<file path="src/rtl/instruction_fetch.sv">
// RV32I instruction-fetch stage: PC register, text ROM addressing and IF/ID
// pipeline register with stall, redirect/flush and EBREAK halt handling.
module instruction_fetch #(
   parameter int          ADDR_WIDTH = 12,
   parameter logic [31:0] RESET_PC   = 32'h0000_0800,
   parameter logic [31:0] NOP_INSTR  = 32'h0000_0013
) (
   input  logic                  CLK,
   input  logic                  RSTN,
   input  logic                  STALL,
   input  logic                  REDIRECT,
   input  logic [31:0]           REDIRECT_PC,
   output logic [ADDR_WIDTH-1:0] R_ADDR,
   input  logic [31:0]           ROM_DATA,
   output logic [31:0]           PC,
   output logic [31:0]           IF_ID_INSTR,
   output logic [31:0]           IF_ID_PC,
   output logic [31:0]           IF_ID_PC4,
   output logic                  IF_ID_VALID,
   output logic                  HALTED,
   output logic [31:0]           FETCH_COUNT
);

   localparam logic [31:0] EBREAK = 32'h0010_0073;

   typedef enum logic [1:0] {
      S_BOOT,
      S_RUN,
      S_HALT
   } state_t;

   state_t      state;
   logic [31:0] target;
   logic [31:0] pc_plus4;
   logic        unused_low;

   assign R_ADDR     = PC[ADDR_WIDTH+1:2];
   assign target     = {REDIRECT_PC[31:2], 2'b00};
   assign pc_plus4   = PC + 32'd4;
   assign unused_low = ^REDIRECT_PC[1:0];

   always_ff @(posedge CLK or negedge RSTN) begin
      if (!RSTN) begin
         state       <= S_BOOT;
         PC          <= RESET_PC;
         IF_ID_INSTR <= NOP_INSTR;
         IF_ID_PC    <= 32'd0;
         IF_ID_PC4   <= 32'd4;
         IF_ID_VALID <= 1'b0;
         HALTED      <= 1'b0;
         FETCH_COUNT <= 32'd0;
      end else begin
         unique case (state)
            S_BOOT: begin
               state <= S_RUN;
            end
            S_RUN: begin
               if (REDIRECT) begin
                  PC          <= target;
                  IF_ID_INSTR <= NOP_INSTR;
                  IF_ID_VALID <= 1'b0;
               end else if (!STALL) begin
                  IF_ID_INSTR <= ROM_DATA;
                  IF_ID_PC    <= PC;
                  IF_ID_PC4   <= pc_plus4;
                  IF_ID_VALID <= 1'b1;
                  PC          <= pc_plus4;
                  FETCH_COUNT <= FETCH_COUNT + 32'd1;
                  if (ROM_DATA == EBREAK) begin
                     state  <= S_HALT;
                     HALTED <= 1'b1;
                  end
               end
            end
            S_HALT: begin
               // A redirect means the EBREAK sat on a squashed path.
               if (REDIRECT) begin
                  PC          <= target;
                  IF_ID_INSTR <= NOP_INSTR;
                  IF_ID_VALID <= 1'b0;
                  HALTED      <= 1'b0;
                  state       <= S_RUN;
               end else if (!STALL) begin
                  IF_ID_INSTR <= NOP_INSTR;
                  IF_ID_VALID <= 1'b0;
               end
            end
            default: begin
               state <= S_BOOT;
            end
         endcase
      end
   end

endmodule
</file>
<file path="config.mk">
export PLATFORM = sky130hd
export DESIGN_NAME = instruction_fetch
export DESIGN_NICKNAME = d
export VERILOG_FILES = /design/src/rtl/instruction_fetch.sv
export SDC_FILE = /design/constraint.sdc
export NUM_CORES = 1
export LEC_CHECK = 0
export CAP_MARGIN = 20
export CELL_PAD_IN_SITES_DETAIL_PLACEMENT = 1
export CELL_PAD_IN_SITES_GLOBAL_PLACEMENT = 2
export CORE_UTILIZATION = 31
export DETAILED_ROUTE_END_ITERATION = 10
export HOLD_SLACK_MARGIN = 0.06
export PLACE_DENSITY = 0.94
export SETUP_SLACK_MARGIN = 0.2
export SLEW_MARGIN = 40
export SYNTH_ARGS = -nofsm -noshare
export SYNTH_HDL_FRONTEND = slang
export SYNTH_SLANG_ARGS = --single-unit
export TNS_END_PERCENT = 100
</file>
<file path="constraint.sdc">
create_clock -name CLK -period 5.2 [get_ports CLK]
set_clock_uncertainty 0.05 [all_clocks]
set_input_delay 0.78 -clock CLK [delete_from_list [all_inputs] [get_ports CLK]]
set_output_delay 0.78 -clock CLK [all_outputs]
set_load 0.005 [all_outputs]
</file>
==> metrics.txt, run 1 <==
post-layout min period=3.40 ns; core region area=23500 sq um; final setup TNS=0 ns; vias in the first global route=6366; vias per cell=4.99; number of enable flip-flop cells after synthesis=0; gate count of the mapped netlist=667; first-pass GRT wire length=36600 um; Max Slew Vio Count=0; DP HPWL=16400 um; ys async rst share=100%; initial core utilization=31.6%; grt ovf=0; WP data arrival=3.64 ns; ys flop type=dfrtp_1; Iter 0 DRT Violations=206; max cap viols=0; largest net degree at the start of global routing=94; Tcrit/Tclk final=65.4%; CTS root buffer=clkbuf_16; Hold Violations, Final=0; number of hold buffers added after CTS=0; Routed WL per cell=19.0 um; Layout fillers=2536; Reg area=3960 sq um; syn avg cell area=11.1 sq um; Startpoint Class=register; All-Layer GR Usage=19.5%; top-area cell type share of the netlist area=51.7%; r2r setup slk=1.80 ns; Worst Hold Class=primary input to async pin; initial antenna violation count=3; Crit Path Category=register to register; RR Endpoint=PC[18]$_DFFE_PN0P_; setup repair bufs after CTS=0; GP Congestion=0.760; CTS tree=done; first-pass iteration count of the detailed router=4; Worst Tran Pin Value=0.804 ns; final net count=955; Power Dens Cells=344 nW/um^2; sequential share of the synthesized area=53.4%; Max Fclk=294 MHz; fin worst setup slack=1.80 ns; CTS Buf Count=17; Ys Warns=0; Worst R2R Path Depth=8; chip width=157 um; Synth Register Bits=158; area leader, netlist=dfrtp_1; Synth Cell Area=7410 sq um; Synth area leaders=dfrtp_1, xnor2_1, mux2_2; Setup crit end kind=register; area delta synth->final=42.6%; Critical Path RT=5.44 ns; Post-DRT Antenna Nets=0; RSZ-0062 raised after global routing=no; Critical path origin=state[0]$_DFFE_PN0P_; status=complete, no violations; clock sinks=158; Synth cell types=68; H-tree levels=4; area of the multi-input gates=3140 sq um; number of remaining DRC errors=0; clock latency on the worst-skew pair=0.43 ns; Vias=6053; PortBufs=233; clock-pin slew on the worst setup and hold paths=0.07 ns; Pleak=0.00425 uW; Final Core Density=45.0%; Rows=56; Detailed Route WL=23100 um; worst-path fanout max=22; Die Span Y=157 um; FF-to-FF Start=state[0]$_DFFE_PN0P_; worst hold slack=0.179 ns; worst slack, placed=1.56 ns; die area=24500 sq um; CP endpoint=PC[18]$_DFFE_PN0P_; I/O pin cnt=242; maximum vdd drop=193 uV; post-cts sizing count=0; relative slew slack=46.4%; final setup vio count=0; Clock Tree Buf Depth=2; share of post-route cells with drive strength above 1=11.6%
cell usage after synthesis, types with 3 or more instances:
cell type    n
and3_1      11
o21ai_0     16
nor4_4       3
dfstp_2      5
a22o_1      30
buf_4       18
nand4_1     13
inv_1       14
mux2_2      33
a31oi_1      3
o22ai_1      8
xnor2_1     45
nor4_2       4
clkbuf_1    15
buf_6        3
a21oi_1     44
nor4_1       9
nor3_1      14
nor2_1      63
a22oi_1      3
o32ai_1      4
nor3_2       4
xor2_1      14
dfrtp_1    153
and4_1       8
ha_1         7
a211oi_1     3
o22a_1       3
buf_2       13
nand2_1     32
nand3_1     23
sequential cells by signal, summed over array words and instances, names as in the netlist:
signal       count
PC              30
IF_ID_PC4       30
HALTED           1
IF_ID_INSTR     32
IF_ID_PC        30
IF_ID_VALID      1
FETCH_COUNT     32
state            2
routing by layer:
metal | share of wire [%] | global-route usage, % | up-vias
met1 | 44 | 24.8 | 3031
met3 | 5.2 | 4.46 | 24
met5 | 0.13 | 0 | -
met2 | 50 | 32.8 | 165
met4 | 1.4 | 5.84 | 4
li1 | - | - | 2829
cell usage in the layout (no fill, tap or decap), types with 13 or more instances in the layout:
cell             synthesis  layout
a21oi_1                 44      44
a22o_1                  30      30
clkbuf_16                0      17
clkdlybuf4s50_1          0     232
dfrtp_1                153     153
inv_1                   14      14
mux2_2                  33      33
nand2_1                 32      32
nand3_1                 23      23
nand4_1                 13      13
nor2_1                  63      63
nor3_1                  14      14
o21ai_0                 16      16
xnor2_1                 45      45
xor2_1                  14      14
worst min path at each step:
stage / slack, ns / depth (start not counted) / startpoint / to
2_1_floorplan: 0.42 / 1 / FETCH_COUNT[31]$_DFFE_PN0P_ / FETCH_COUNT[31]$_DFFE_PN0P_
3_3_place_gp: 0.41 / 2 / IF_ID_VALID$_DFFE_PN0P_ / IF_ID_VALID$_DFFE_PN0P_
3_5_place_dp: 0.43 / 1 / FETCH_COUNT[13]$_DFFE_PN0P_ / FETCH_COUNT[13]$_DFFE_PN0P_
4_1_cts: 0.18 / 1 / RSTN / IF_ID_INSTR[14]$_DFFE_PN0P_
5_1_grt: 0.18 / 1 / RSTN / IF_ID_INSTR[14]$_DFFE_PN0P_
6_report: 0.18 / 1 / RSTN / IF_ID_INSTR[14]$_DFFE_PN0P_
cell families (layout without fill, tap and decap cells):
logic type / after synthesis / count (layout) / share of synthesized area (%)
compound gates: 138 / 138 / 12.8
xor+xnor: 59 / 59 / 6.97
fa+ha+maj: 7 / 7 / 1.18
buf+inv: 66 / 287 / 4.78
flops: 158 / 158 / 53.4
mux: 35 / 35 / 5.30
other cells: 1 / 7 / 0.0506
simple gates: 203 / 203 / 15.5
stage by stage:
| step | total power, uW | instances | cell area, sq um |
|---|---|---|---|
| 3_5_place_dp | 2430 | 1180 | 9970 |
| 5_1_grt | 3830 | 1213 | 10600 |
| 2_1_floorplan | 1870 | 672 | 7430 |
| 4_1_cts | 3700 | 1212 | 10600 |
| 3_3_place_gp | 2400 | 1179 | 9930 |
| 6_report | 3640 | 1213 | 10600 |
cell type report:
class	count	area share [%]
diodes	1	0.0237
clock buffers	19	4.29
clock inverters	13	1.26
inverters	15	0.533
multi-input cells	448	29.7
flip-flops and latches	158	37.5
well taps	319	3.78
repair buffers	240	22.9
critical path: stages (launching register included):
cell and delay, ns:
dfrtp_1 0.41, inv_1 0.12, ha_1 0.69, nor2_1 0.29, a21oi_2 0.44, buf_4 0.37, nand2_1 0.37, nor4_1 0.41
nor3_1 0.12
power breakdown:
| part | total (uW) | internal (uW) | switching [uW] |
|---|---|---|---|
| clock network | 1240 | 696 | 548 |
| logic | 816 | 510 | 306 |
| registers | 1580 | 1410 | 172 |
Note: power is estimated with default switching activity, not from simulation.
==> inputs of run 2 (changes only) <==
--- a/config.mk
+++ b/config.mk
@@ -8,10 +8,10 @@
 export CAP_MARGIN = 20
 export CELL_PAD_IN_SITES_DETAIL_PLACEMENT = 1
 export CELL_PAD_IN_SITES_GLOBAL_PLACEMENT = 2
-export CORE_UTILIZATION = 31
+export CORE_UTILIZATION = 29
 export DETAILED_ROUTE_END_ITERATION = 10
 export HOLD_SLACK_MARGIN = 0.06
-export PLACE_DENSITY = 0.94
+export PLACE_DENSITY = 0.89
 export SETUP_SLACK_MARGIN = 0.2
 export SLEW_MARGIN = 40
 export SYNTH_ARGS = -nofsm -noshare
==> constraint.sdc (replaced) <==
create_clock -name CLK -period 3.4 [get_ports CLK]
set_clock_uncertainty 0.05 [all_clocks]
set_input_delay 0.51 -clock CLK [delete_from_list [all_inputs] [get_ports CLK]]
set_output_delay 0.51 -clock CLK [all_outputs]
set_load 0.005 [all_outputs]
==> run 2 against run 1 <==
  * Clock power rose by 65%
  * Worst hold slack got worse by 0.12 ns
  * Design area rose by 0.73%
  * Routed wire length fell by 0.98%
  * Via count rose by 1.3%
  * Critical path depth fell by 2
  * Die area rose by 6.8%
  * First-iteration DRC count fell by 9.7%
  * Non-clock buffer count rose by 8
  * Critical path type unchanged
  * Critical endpoint is now PC[28]$_DFFE_PN0P_
==> metrics.txt, run 2 (synthesized netlist as in run 1, its figures left out) <==
status=complete, no violations; Pleak=0.00431 uW; clock-pin slew on the worst setup and hold paths=0.07 ns; H-tree levels=4; Crit Path Category=register to register; Tot Pwr=5710 uW; die area=26200 sq um; CTS root buffer=clkbuf_16; Vias=6133; Regs by FF count=FETCH_COUNT x32, IF_ID_INSTR x32; crit-path cells=ha_1 > and3_1 > nand4_2 > nor2_1 > a211oi_1 > nor3_1; area of the multi-input gates=3130 sq um; relative slew slack=50.1%; final setup vio count=0; Iter 0 DRT Violations=186; CTS tree=done; Max Slew Vio Count=0; Setup crit end kind=register; DP HPWL=16500 um; vias per cell=4.99; commonest non-fill, non-tap cell in the layout=clkdlybuf4s50_1; GP Congestion=0.752; post-cts sizing count=0; chip width=162 um; Critical-path top delay cell=dfrtp_1; Post-DRT Antenna Nets=0; first-pass iteration count of the detailed router=4; initial antenna violation count=0; Detailed Route WL=22800 um; final setup TNS=0 ns; area delta synth->final=43.6%; Rows=58; Clock Tree Buf Depth=2; post-layout min period=2.56 ns; clock sinks=158; Max Fclk=391 MHz; most frequent cells in the layout=clkdlybuf4s50_1, dfrtp_1, nor2_1, xnor2_1, a21oi_1; max cap viols=0; final net count=963; grt ovf=0; Worst path max stage delay=0.52 ns; Tcrit/Tclk final=75.3%; setup repair bufs after CTS=0; RSZ-0062 raised after global routing=no; Die Span Y=162 um; I/O pin cnt=242; core region area=25100 sq um; Startpoint Class=register; Routed WL per cell=18.6 um; maximum vdd drop=264 uV; vias in the first global route=6289; CTS Buf Count=17; initial core utilization=29.5%; first-pass GRT wire length=35800 um; All-Layer GR Usage=17.6%; number of remaining DRC errors=0; largest net degree at the start of global routing=81; Antenna diodes=0; share of post-route cells with drive strength above 1=12.2%; Power Dens Cells=537 nW/um^2; Critical Path RT=3.69 ns; Layout fillers=2765; Worst Tran Pin Value=0.749 ns; Worst Hold Class=primary input to async pin; clock latency on the worst-skew pair=0.43 ns; Reg area=3960 sq um; Hold Violations, Final=0; PortBufs=233; worst-path fanout max=11; WP data arrival=2.84 ns; number of hold buffers added after CTS=0
==> run 2: layer usage <==
metal	GRT usage, %	up-vias	wire [um]
li1	-	2826	-
met2	29.3	171	11200
met5	0	-	0
met4	5.53	0	263
met1	22.8	3122	10100
met3	3.78	14	1330
==> run 2: final timing paths <==
path / depth (start not counted) / endpoint / slack (ns) / start
max reg2reg: 6 / PC[28]$_DFFE_PN0P_ / 0.84 / PC[2]$_DFFE_PN0P_
min reg2reg: 1 / FETCH_COUNT[31]$_DFFE_PN0P_ / 0.44 / FETCH_COUNT[31]$_DFFE_PN0P_
max in group asynchronous: 2 / IF_ID_PC4[21]$_DFFE_PN0P_ / 2.41 / RSTN
max: 6 / PC[28]$_DFFE_PN0P_ / 0.84 / PC[2]$_DFFE_PN0P_
min in group CLK: 1 / FETCH_COUNT[31]$_DFFE_PN0P_ / 0.44 / FETCH_COUNT[31]$_DFFE_PN0P_
min: 1 / IF_ID_PC[17]$_DFFE_PN0P_ / 0.05 / RSTN
==> run 2: critical path, delay by kind of cell (launching register included) <==
family                     cells  cell delay, ns
AOI/OAI and AO/OA              1            0.13
adders and majority gates      1            0.35
DFF                            1            0.52
and+or+nand+nor                4            1.43
==> run 2: layout make-up <==
class,count,share of cell area (%)
timing repair buffer,248,23.2
tap,330,3.88
sequential,158,37.2
inverter,15,0.529
clock buffer,17,4.00
clock inverter,13,1.78
multi-input combinational,448,29.4
==> run 2: power by group <==
part / total (uW) / internal [uW] / switching [uW] / leakage [uW]
combinational: 1260 / 786 / 472 / 0.00211
clock: 2050 / 1230 / 821 / 0.000296
sequential: 2400 / 2150 / 254 / 0.00190
total: 5710 / 4160 / 1550 / 0.00431
==> run 2: stage by stage <==
stage / cells / area, sq um / util, % / worst slack (ns) / hold slack, ns
floorplan: 672 / 7430 / - / 1.39 / 0.164
global placement: 1199 / 10000 / 39.9 / 0.510 / 0.412
detailed placement: 1199 / 10000 / 39.9 / 0.424 / 0.433
CTS: 1229 / 10600 / 42.4 / 0.845 / 0.0818
global route: 1229 / 10600 / 42.4 / 0.643 / 0.0985
finish: 1229 / 10600 / 42.4 / 0.840 / 0.0550
==> inputs of run 3 (changes only) <==
--- a/config.mk
+++ b/config.mk
@@ -8,10 +8,10 @@
 export CAP_MARGIN = 20
 export CELL_PAD_IN_SITES_DETAIL_PLACEMENT = 1
 export CELL_PAD_IN_SITES_GLOBAL_PLACEMENT = 2
-export CORE_UTILIZATION = 29
+export CORE_UTILIZATION = 26
 export DETAILED_ROUTE_END_ITERATION = 10
 export HOLD_SLACK_MARGIN = 0.06
-export PLACE_DENSITY = 0.89
+export PLACE_DENSITY = 0.85
 export SETUP_SLACK_MARGIN = 0.2
 export SLEW_MARGIN = 40
 export SYNTH_ARGS = -nofsm -noshare
==> constraint.sdc (replaced) <==
create_clock -name CLK -period 2.2 [get_ports CLK]
set_clock_uncertainty 0.05 [all_clocks]
set_input_delay 0.33 -clock CLK [delete_from_list [all_inputs] [get_ports CLK]]
set_output_delay 0.33 -clock CLK [all_outputs]
set_load 0.005 [all_outputs]
==> run 3 against run 2 <==
  * Final cell count grew 11%
  * Total power up 60%
  * Die area rose by 11%
  * Sequential power rose by 51%
  * Routed wire length rose by 8.8%
  * Register-to-register slack worse by 0.57 ns
  * Worst hold slack gained 0.12 ns
  * Count of clock-buffer cells in the layout up 4
  * Design area rose by 8.7%
  * Critical path depth grew 1
  * Critical endpoint is now state[1]$_DFFE_PN0P_
==> metrics.txt, run 3 (synthesized netlist as in run 1, its figures left out) <==
status=complete, no violations; final net count=1042; Switching Fraction=27.0%; Vias=6393; Psw=2460 uW; H-tree levels=4; Clock Power Share=35.8%; Tot Pwr=9110 uW; Hold Violations, Final=0; Non-Filler Instances=1363; Worst Hold Class=primary input to register; Detailed Route WL=24900 um; RSZ-0062 raised after global routing=yes; Clock Tree Buf Depth=2; worst hold slack=0.172 ns; Startpoint Class=primary input; Die Span Y=171 um; commonest non-fill, non-tap cell in the layout=clkdlybuf4s50_1; power share of the sequential group=39.9%; All-Layer GR Usage=17.2%; Regs by FF count=FETCH_COUNT x32, IF_ID_INSTR x32; post-layout min period=1.94 ns; Rows=61; Max Slew Vio Count=0; worst-path fanout max=2; Routed WL per cell=18.2 um; vias per cell=4.69; Tcrit/Tclk final=88.4%; clock latency on the worst-skew pair=0.42 ns; Power Dens Cells=788 nW/um^2; clock sinks=158; Max Fclk=514 MHz; first-pass iteration count of the detailed router=5; most frequent cells in the layout=clkdlybuf4s50_1, dfrtp_1, buf_4, nor2_1, xnor2_1; initial core utilization=26.5%; DP HPWL=18400 um; area delta synth->final=56.0%; largest net degree at the start of global routing=49; Iter 0 DRT Violations=245; clock-pin slew on the worst setup and hold paths=0.06 ns; die area=29200 sq um; fin worst setup slack=0.255 ns; final setup TNS=0 ns; Post-DRT Antenna Nets=0; combinational power share=24.4%; share of post-route cells with drive strength above 1=21.5%; Critical Path RT=2.44 ns; number of remaining DRC errors=0; final setup vio count=0; CTS Buf Count=17; worst slack, placed=-0.502 ns; GP Congestion=0.777; core region area=27900 sq um; max cap viols=0; cell-internal power=6650 uW; I/O pin cnt=242; PortBufs=233; Crit Path Category=primary input to register; grt ovf=0; WP data arrival=2.19 ns; CTS tree=done; Placed Cells incl. Taps=1320; Pleak=0.00484 uW; chip width=171 um; Setup crit end kind=register; CTS root buffer=clkbuf_16; initial antenna violation count=4; vias in the first global route=6796; maximum vdd drop=382 uV; first-pass GRT wire length=38600 um
==> run 3: metrics by stage <==
step                utilization, %  area [sq um]
floorplan                        -          7430
global placement              38.2         10700
detailed placement            38.2         10700
CTS                           40.8         11400
global route                  41.4         11600
finish                        41.4         11600
==> run 3: layer usage <==
layer	track usage (%)	vias up	share of wire (%)	routed length, um
li1	-	2998	-	-
met1	21.4	3221	44	11000
met2	29.2	151	49	12300
met3	4.40	23	4.9	1210
met4	5.36	0	1.5	377
met5	0	-	0	0
==> run 3: worst paths after layout <==
check	from	end	slack [ns]	depth (start not counted)
setup / recovery	ROM_DATA[21]	state[1]$_DFFE_PN0P_	0.26	7
hold / removal	ROM_DATA[19]	IF_ID_INSTR[19]$_DFFE_PN0P_	0.17	2
setup reg to reg	state[1]$_DFFE_PN0P_	PC[21]$_DFFE_PN0P_	0.27	8
hold reg to reg	FETCH_COUNT[31]$_DFFE_PN0P_	FETCH_COUNT[31]$_DFFE_PN0P_	0.43	1
max in group asynchronous	RSTN	IF_ID_PC4[30]$_DFFE_PN0P_	1.19	3
min in group asynchronous	RSTN	IF_ID_PC4[16]$_DFFE_PN0P_	0.29	2
==> run 3: layout make-up <==
class / count / area, sq um
inverter: 15 / 61.3
fill: 3097 / 16400
timing repair buffer: 327 / 3140
clock buffer: 21 / 460
clock inverter: 11 / 179
antenna: 5 / 12.5
multi-input combinational: 448 / 3270
sequential: 158 / 3970
tap: 378 / 473
==> run 3: power by group through the flow <==
stage | logic, uW | clock network (uW) | registers, uW
after global placement | 2180 | 0 | 3660
after global routing | 2410 | 3450 | 3690
after floorplan | 704 | 0 | 3720
after CTS | 2250 | 3350 | 3640
after detailed placement | 2230 | 0 | 3680
final | 2220 | 3260 | 3630
==> run 3: repair_timing <==
action | CTS | global route
hold buffers | 1 | 0
endpoints found under the setup margin | 119 | 58
resized for setup | 17 | 29
buffers inserted | 0 | 5
endpoints found under the hold margin | 73 | 0
pin swaps | 2 | 11
==> run 3: critical path, stage by stage <==
cell and delay [ns]:
clkdlybuf4s50_1 0.46, nor4b_2 0.30, buf_4 0.15, nand4_1 0.13, o41ai_4 0.38, o21ai_2 0.11, mux2_1 0.32
